File: src/rtl/cpu_pkg.sv
// Shared definitions for the 4-bit CPU: opcodes, adder source selects and
// the fetch/execute state encoding.
package cpu_pkg;

  localparam logic [3:0] OP_ADD_A  = 4'b0000;
  localparam logic [3:0] OP_MOV_AB = 4'b0001;
  localparam logic [3:0] OP_IN_A   = 4'b0010;
  localparam logic [3:0] OP_MOV_AI = 4'b0011;
  localparam logic [3:0] OP_MOV_BA = 4'b0100;
  localparam logic [3:0] OP_ADD_B  = 4'b0101;
  localparam logic [3:0] OP_IN_B   = 4'b0110;
  localparam logic [3:0] OP_MOV_BI = 4'b0111;
  localparam logic [3:0] OP_OUT_B  = 4'b1001;
  localparam logic [3:0] OP_OUT_IM = 4'b1011;
  localparam logic [3:0] OP_JNC    = 4'b1110;
  localparam logic [3:0] OP_JMP    = 4'b1111;

  localparam logic [1:0] SEL_A    = 2'b00;
  localparam logic [1:0] SEL_B    = 2'b01;
  localparam logic [1:0] SEL_IN   = 2'b10;
  localparam logic [1:0] SEL_ZERO = 2'b11;

  typedef enum logic {
    ST_FETCH = 1'b0,
    ST_EXEC  = 1'b1
  } state_e;

endpackage

File: src/rtl/instr_decoder.sv
// Combinational opcode decode into register strobes, adder source and
// control-flow flags. The parent gates everything with the EXEC state.
module instr_decoder
  import cpu_pkg::*;
(
  input  logic [3:0] opcode_i,
  output logic       load_a_o,
  output logic       load_b_o,
  output logic       load_out_o,
  output logic [1:0] sel_o,
  output logic       is_add_o,
  output logic       is_jmp_o,
  output logic       is_jnc_o
);

  always_comb begin
    load_a_o   = 1'b0;
    load_b_o   = 1'b0;
    load_out_o = 1'b0;
    sel_o      = SEL_ZERO;
    is_add_o   = 1'b0;
    is_jmp_o   = 1'b0;
    is_jnc_o   = 1'b0;
    case (opcode_i)
      OP_ADD_A: begin
        load_a_o = 1'b1;
        sel_o    = SEL_A;
        is_add_o = 1'b1;
      end
      OP_MOV_AB: begin
        load_a_o = 1'b1;
        sel_o    = SEL_B;
      end
      OP_IN_A: begin
        load_a_o = 1'b1;
        sel_o    = SEL_IN;
      end
      OP_MOV_AI: begin
        load_a_o = 1'b1;
        sel_o    = SEL_ZERO;
      end
      OP_MOV_BA: begin
        load_b_o = 1'b1;
        sel_o    = SEL_A;
      end
      OP_ADD_B: begin
        load_b_o = 1'b1;
        sel_o    = SEL_B;
        is_add_o = 1'b1;
      end
      OP_IN_B: begin
        load_b_o = 1'b1;
        sel_o    = SEL_IN;
      end
      OP_MOV_BI: begin
        load_b_o = 1'b1;
        sel_o    = SEL_ZERO;
      end
      OP_OUT_B: begin
        load_out_o = 1'b1;
        sel_o      = SEL_B;
      end
      OP_OUT_IM: begin
        load_out_o = 1'b1;
        sel_o      = SEL_ZERO;
      end
      OP_JNC:  is_jnc_o = 1'b1;
      OP_JMP:  is_jmp_o = 1'b1;
      default: ;
    endcase
  end

endmodule

File: src/rtl/cpu_sequencer.sv
// Fetch/execute sequencer of the 4-bit CPU: owns PC, IR and the carry flag
// and issues the one-cycle register load strobes during EXEC.
module cpu_sequencer
  import cpu_pkg::*;
(
  input  logic       clk_cpu,
  input  logic       reset,
  input  logic       run,
  input  logic [7:0] rom_data,
  input  logic       alu_carry,
  output logic [3:0] rom_addr,
  output logic       load_a,
  output logic       load_b,
  output logic       load_out,
  output logic [1:0] sel,
  output logic [3:0] imm,
  output logic       carry,
  output logic [3:0] pc
);

  state_e     state_q, state_d;
  logic [3:0] pc_q, pc_d;
  logic [7:0] ir_q, ir_d;
  logic       carry_q, carry_d;

  logic       dec_load_a, dec_load_b, dec_load_out;
  logic [1:0] dec_sel;
  logic       dec_is_add, dec_is_jmp, dec_is_jnc;
  logic       in_exec;

  instr_decoder u_decoder (
    .opcode_i   (ir_q[7:4]),
    .load_a_o   (dec_load_a),
    .load_b_o   (dec_load_b),
    .load_out_o (dec_load_out),
    .sel_o      (dec_sel),
    .is_add_o   (dec_is_add),
    .is_jmp_o   (dec_is_jmp),
    .is_jnc_o   (dec_is_jnc)
  );

  always_ff @(posedge clk_cpu or posedge reset) begin
    if (reset) begin
      state_q <= ST_FETCH;
      pc_q    <= 4'd0;
      ir_q    <= 8'h00;
      carry_q <= 1'b0;
    end else begin
      state_q <= state_d;
      pc_q    <= pc_d;
      ir_q    <= ir_d;
      carry_q <= carry_d;
    end
  end

  always_comb begin
    state_d = state_q;
    pc_d    = pc_q;
    ir_d    = ir_q;
    carry_d = carry_q;
    case (state_q)
      ST_FETCH: begin
        if (run) begin
          ir_d    = rom_data;
          state_d = ST_EXEC;
        end
      end
      ST_EXEC: begin
        state_d = ST_FETCH;
        // JNC looks at the carry left by the previous instruction.
        if (dec_is_jmp || (dec_is_jnc && !carry_q)) begin
          pc_d = ir_q[3:0];
        end else begin
          pc_d = pc_q + 4'd1;
        end
        carry_d = dec_is_add ? alu_carry : 1'b0;
      end
      default: state_d = ST_FETCH;
    endcase
  end

  // Strobes follow state_q directly so an asynchronous reset drops them at once.
  assign in_exec  = (state_q == ST_EXEC);
  assign load_a   = in_exec & dec_load_a;
  assign load_b   = in_exec & dec_load_b;
  assign load_out = in_exec & dec_load_out;
  assign sel      = in_exec ? dec_sel : SEL_ZERO;
  assign imm      = ir_q[3:0];
  assign carry    = carry_q;
  assign pc       = pc_q;
  assign rom_addr = pc_q;

endmodule

File: config.mk
export PLATFORM = sky130hd
export DESIGN_NAME = cpu_sequencer
export DESIGN_NICKNAME = d
export VERILOG_FILES = /design/src/rtl/cpu_pkg.sv /design/src/rtl/instr_decoder.sv /design/src/rtl/cpu_sequencer.sv
export SDC_FILE = /design/constraint.sdc
export NUM_CORES = 1
export LEC_CHECK = 0
export ABC_AREA = 1
export CAP_MARGIN = 30
export CORE_MARGIN = 10
export CORE_UTILIZATION = 35
export CTS_CLUSTER_DIAMETER = 50
export DETAILED_ROUTE_END_ITERATION = 8
export PLACE_DENSITY = 0.75
export SYNTH_ARGS = -nofsm -noshare
export SYNTH_HDL_FRONTEND = slang
export SYNTH_HIERARCHICAL = 1
export SYNTH_SLANG_ARGS = --single-unit
File: constraint.sdc
create_clock -name clk_cpu -period 2.9 [get_ports clk_cpu]
set_clock_uncertainty 0.2 [all_clocks]
set_input_delay 0.29 -clock clk_cpu [delete_from_list [all_inputs] [get_ports clk_cpu]]
set_output_delay 0.29 -clock clk_cpu [all_outputs]
set_load 0.01 [all_outputs]
==> results_dict.tcl <==
set metrics [dict create \
    outcome "finished, final reports clean" \
    synth_edf_count 0 \
    ios 30 \
    regArea_um2 350 \
    netlist.area_leader.share_pct 39.8 \
    dr.pass1.iters 4 \
    endpoint "sel[1]" \
    multiInputGateArea_um2 358 \
    min-delay-path-class "in2async" \
    cts_resized 0 \
    path_buf_inv 2 \
    final_core_util_pct 46.9 \
    grt_pass1_vias 775 \
    rsz0062_at_grt "no" \
    finalCritPeriodShare_pct 79.3 \
    viasPerCell 4.39 \
    design_area_um2 1140 \
    rr_worst_depth 8 \
    final_net_count 155 \
    yosysWarnings 6 \
    total_leakage_power_nw 0.570 \
    tightest_slew_ps 542 \
    cts.reportedPaths.clkPinSlew_ps 80 \
    port_buffers 29 \
    synthCells 118 \
    antenna_found_initial 0 \
    netlist_area_um2 881 \
    timing.critical_path.mode_cell "nand2_1" \
    drc 0 \
    cp_max_fo 5 \
    drtIter0Drc 41 \
    pwr_density_cell_nw_per_um2 627 \
    grt_pass1_wl_mm 3.38 \
    dp_hpwl_mm 1.56 \
    layout_commonest_cell "nand2_1" \
    vias 747 \
    die_x_um 70.2 \
    reg2reg_from "ir_q[7]" \
    yosys-top-cells-area "dfrtp_1 (40%), nand2_1 (20%), buf_4 (6.8%)" \
    finalHoldViolCount 0 \
    critPathLaunch "ir_q[4]" \
    coreArea_um2 2430 \
    fin_crit_ps 2300 \
    ant_nets 0 \
    cts_tree "built" \
    die_h_um 70.2 \
    crit_arrival_ps 1810 \
    crit_path_end_kind "output pin" \
    syn-num-nets 131 \
    setup_viol 0 \
    numCtsBuffers 3 \
    synth_top_area_cell "dfrtp_1" \
    final_cell_mix "nand2_1 (48), clkdlybuf4s50_1 (29), inv_1 (16)" \
    placed_area_um2 1120 \
    clk_path_buf_depth 2 \
    worst_path_max_delay_cell "clkdlybuf4s50_1" \
    clk-insertion-delay-late_ps 280 \
    ys.flop_type "dfrtp_1" \
    cp-start-kind "flip-flop" \
    cts_setup_buffers 0 \
    start_util_pct 36.2 \
    synth_seq_area_share_pct 39.8 \
    clock-sinks 14 \
    layout-drive-gt1-share_pct 10.7 \
    cap_violations 0 \
    placed_cells 167 \
    hold_buffers 0 \
    placementRows 18 \
    grt_usage_pct 8.11 \
    wl_per_cell_um 11.0 \
    syn2layout_area_growth_pct 29.4 \
    crit_family "simple AND/OR/NAND/NOR gates" \
    power_mw 0.715 \
    antenna_cells 0 \
    max_stage_delay_ps 490 \
    grt_max_degree 15 \
    syn_avg_cell_area_um2 7.46 \
    gr-total-overflow 0 \
    cts_root_buf "clkbuf_4" \
    r2r_end "pc[0]" \
    timing.fmax_ghz 0.435 \
    fill_cells 246 \
    crit_type "reg2out" \
    ir_drop_v 0.000450 \
    htreeDepth 1 \
    path_cells "nor2_1 -> nand2_1 -> nand2_1 -> inv_1 -> or2_2 -> clkdlybuf4s50_1" \
    slew_headroom_pct 63.8 \
    ff2ff_setup_slack_ps 1360 \
    ys_seq_elements 14 \
    crit_required_ps 2410 \
    crit_cells 6 \
    fp.dieArea_um2 4920 \
    setup_tns_ps 0 \
    routed_wl_mm 1.87 \
    final-instance-count-excl-fill 170 \
    ys_types 23 \
    drv_slew 0 \
    ys_async_sr_fraction_pct 100 \
    gp_congestion 0.819 \
]
==> metal layers <==
metal	track usage (%)	part of all wire, %	vias to the layer above
met3	2.82	8.6	4
met5	0	0	-
met1	8.29	40	329
li1	-	-	395
met2	13.1	49	19
met4	6.58	2.8	0
==> cell families (layout without fill, tap and decap cells) <==
kind of cell,count (synthesis),in the layout,share of synthesized area (%)
buffers and inverters,29,51,19.6
adder cells (fa/ha/maj),1,1,1.42
AO/OA/AOI/OAI,7,7,5.26
AND/OR/NAND/NOR,67,67,33.9
flip-flops,14,14,39.8
==> stage by stage <==
stage | hold WS (ps) | worst slack, ps
final | 151 | 600
after CTS | 164 | 596
after detailed placement | 309 | 918
after global placement | 322 | 959
after floorplan | -20.8 | 1430
after global routing | 199 | 527
==> cells in the mapped netlist, types with 2 or more instances <==
master   count
nand2_1     48
inv_1       16
dfrtp_1     14
buf_4        8
nand3_1      5
nor2_1       4
o21ai_2      3
a21oi_1      2
nor3_1       2
o21ai_0      2
or2_2        2
==> worst reg2reg max path: stages, from the launching register on <==
cell and delay, ps:
dfrtp_1 430, nand2_1 130, nor3_1 220, nand2_1 110
nand2_1 150, nand2_1 90, nand2_1 60, nand2_1 40
nand2_1 60
==> flip-flops by register name, indices dropped and copies added, names as in the netlist <==
signal   flops
pc           4
in_exec      1
ir_q         8
carry        1
==> worst min-delay path by stage <==
| stage | from | slack [ps] | end | cells after the start |
|---|---|---|---|---|
| final | reset | 150 | ir_q[2] | 2 |
| after global routing | reset | 200 | ir_q[2] | 2 |
| after CTS | reset | 160 | ir_q[2] | 2 |
| after detailed placement | ir_q[0] | 310 | ir_q[0] | 2 |
| after global placement | ir_q[0] | 320 | ir_q[0] | 2 |
| after floorplan | reset | -20 | carry | 1 |
==> final cells by class <==
cell class | instances | share of cell area, %
Inverter | 19 | 7.14
Tap cell | 30 | 3.29
Clock buffer | 3 | 1.98
Sequential cell | 14 | 30.7
Multi-Input combinational cell | 75 | 31.4
Timing Repair Buffer | 29 | 25.5
==> where the power goes <==
group	switching, mW	total [mW]	internal [mW]
registers	0.0550	0.291	0.236
logic	0.141	0.313	0.172
clock network	0.0623	0.111	0.0482
Power figures use the tool's default switching activity.
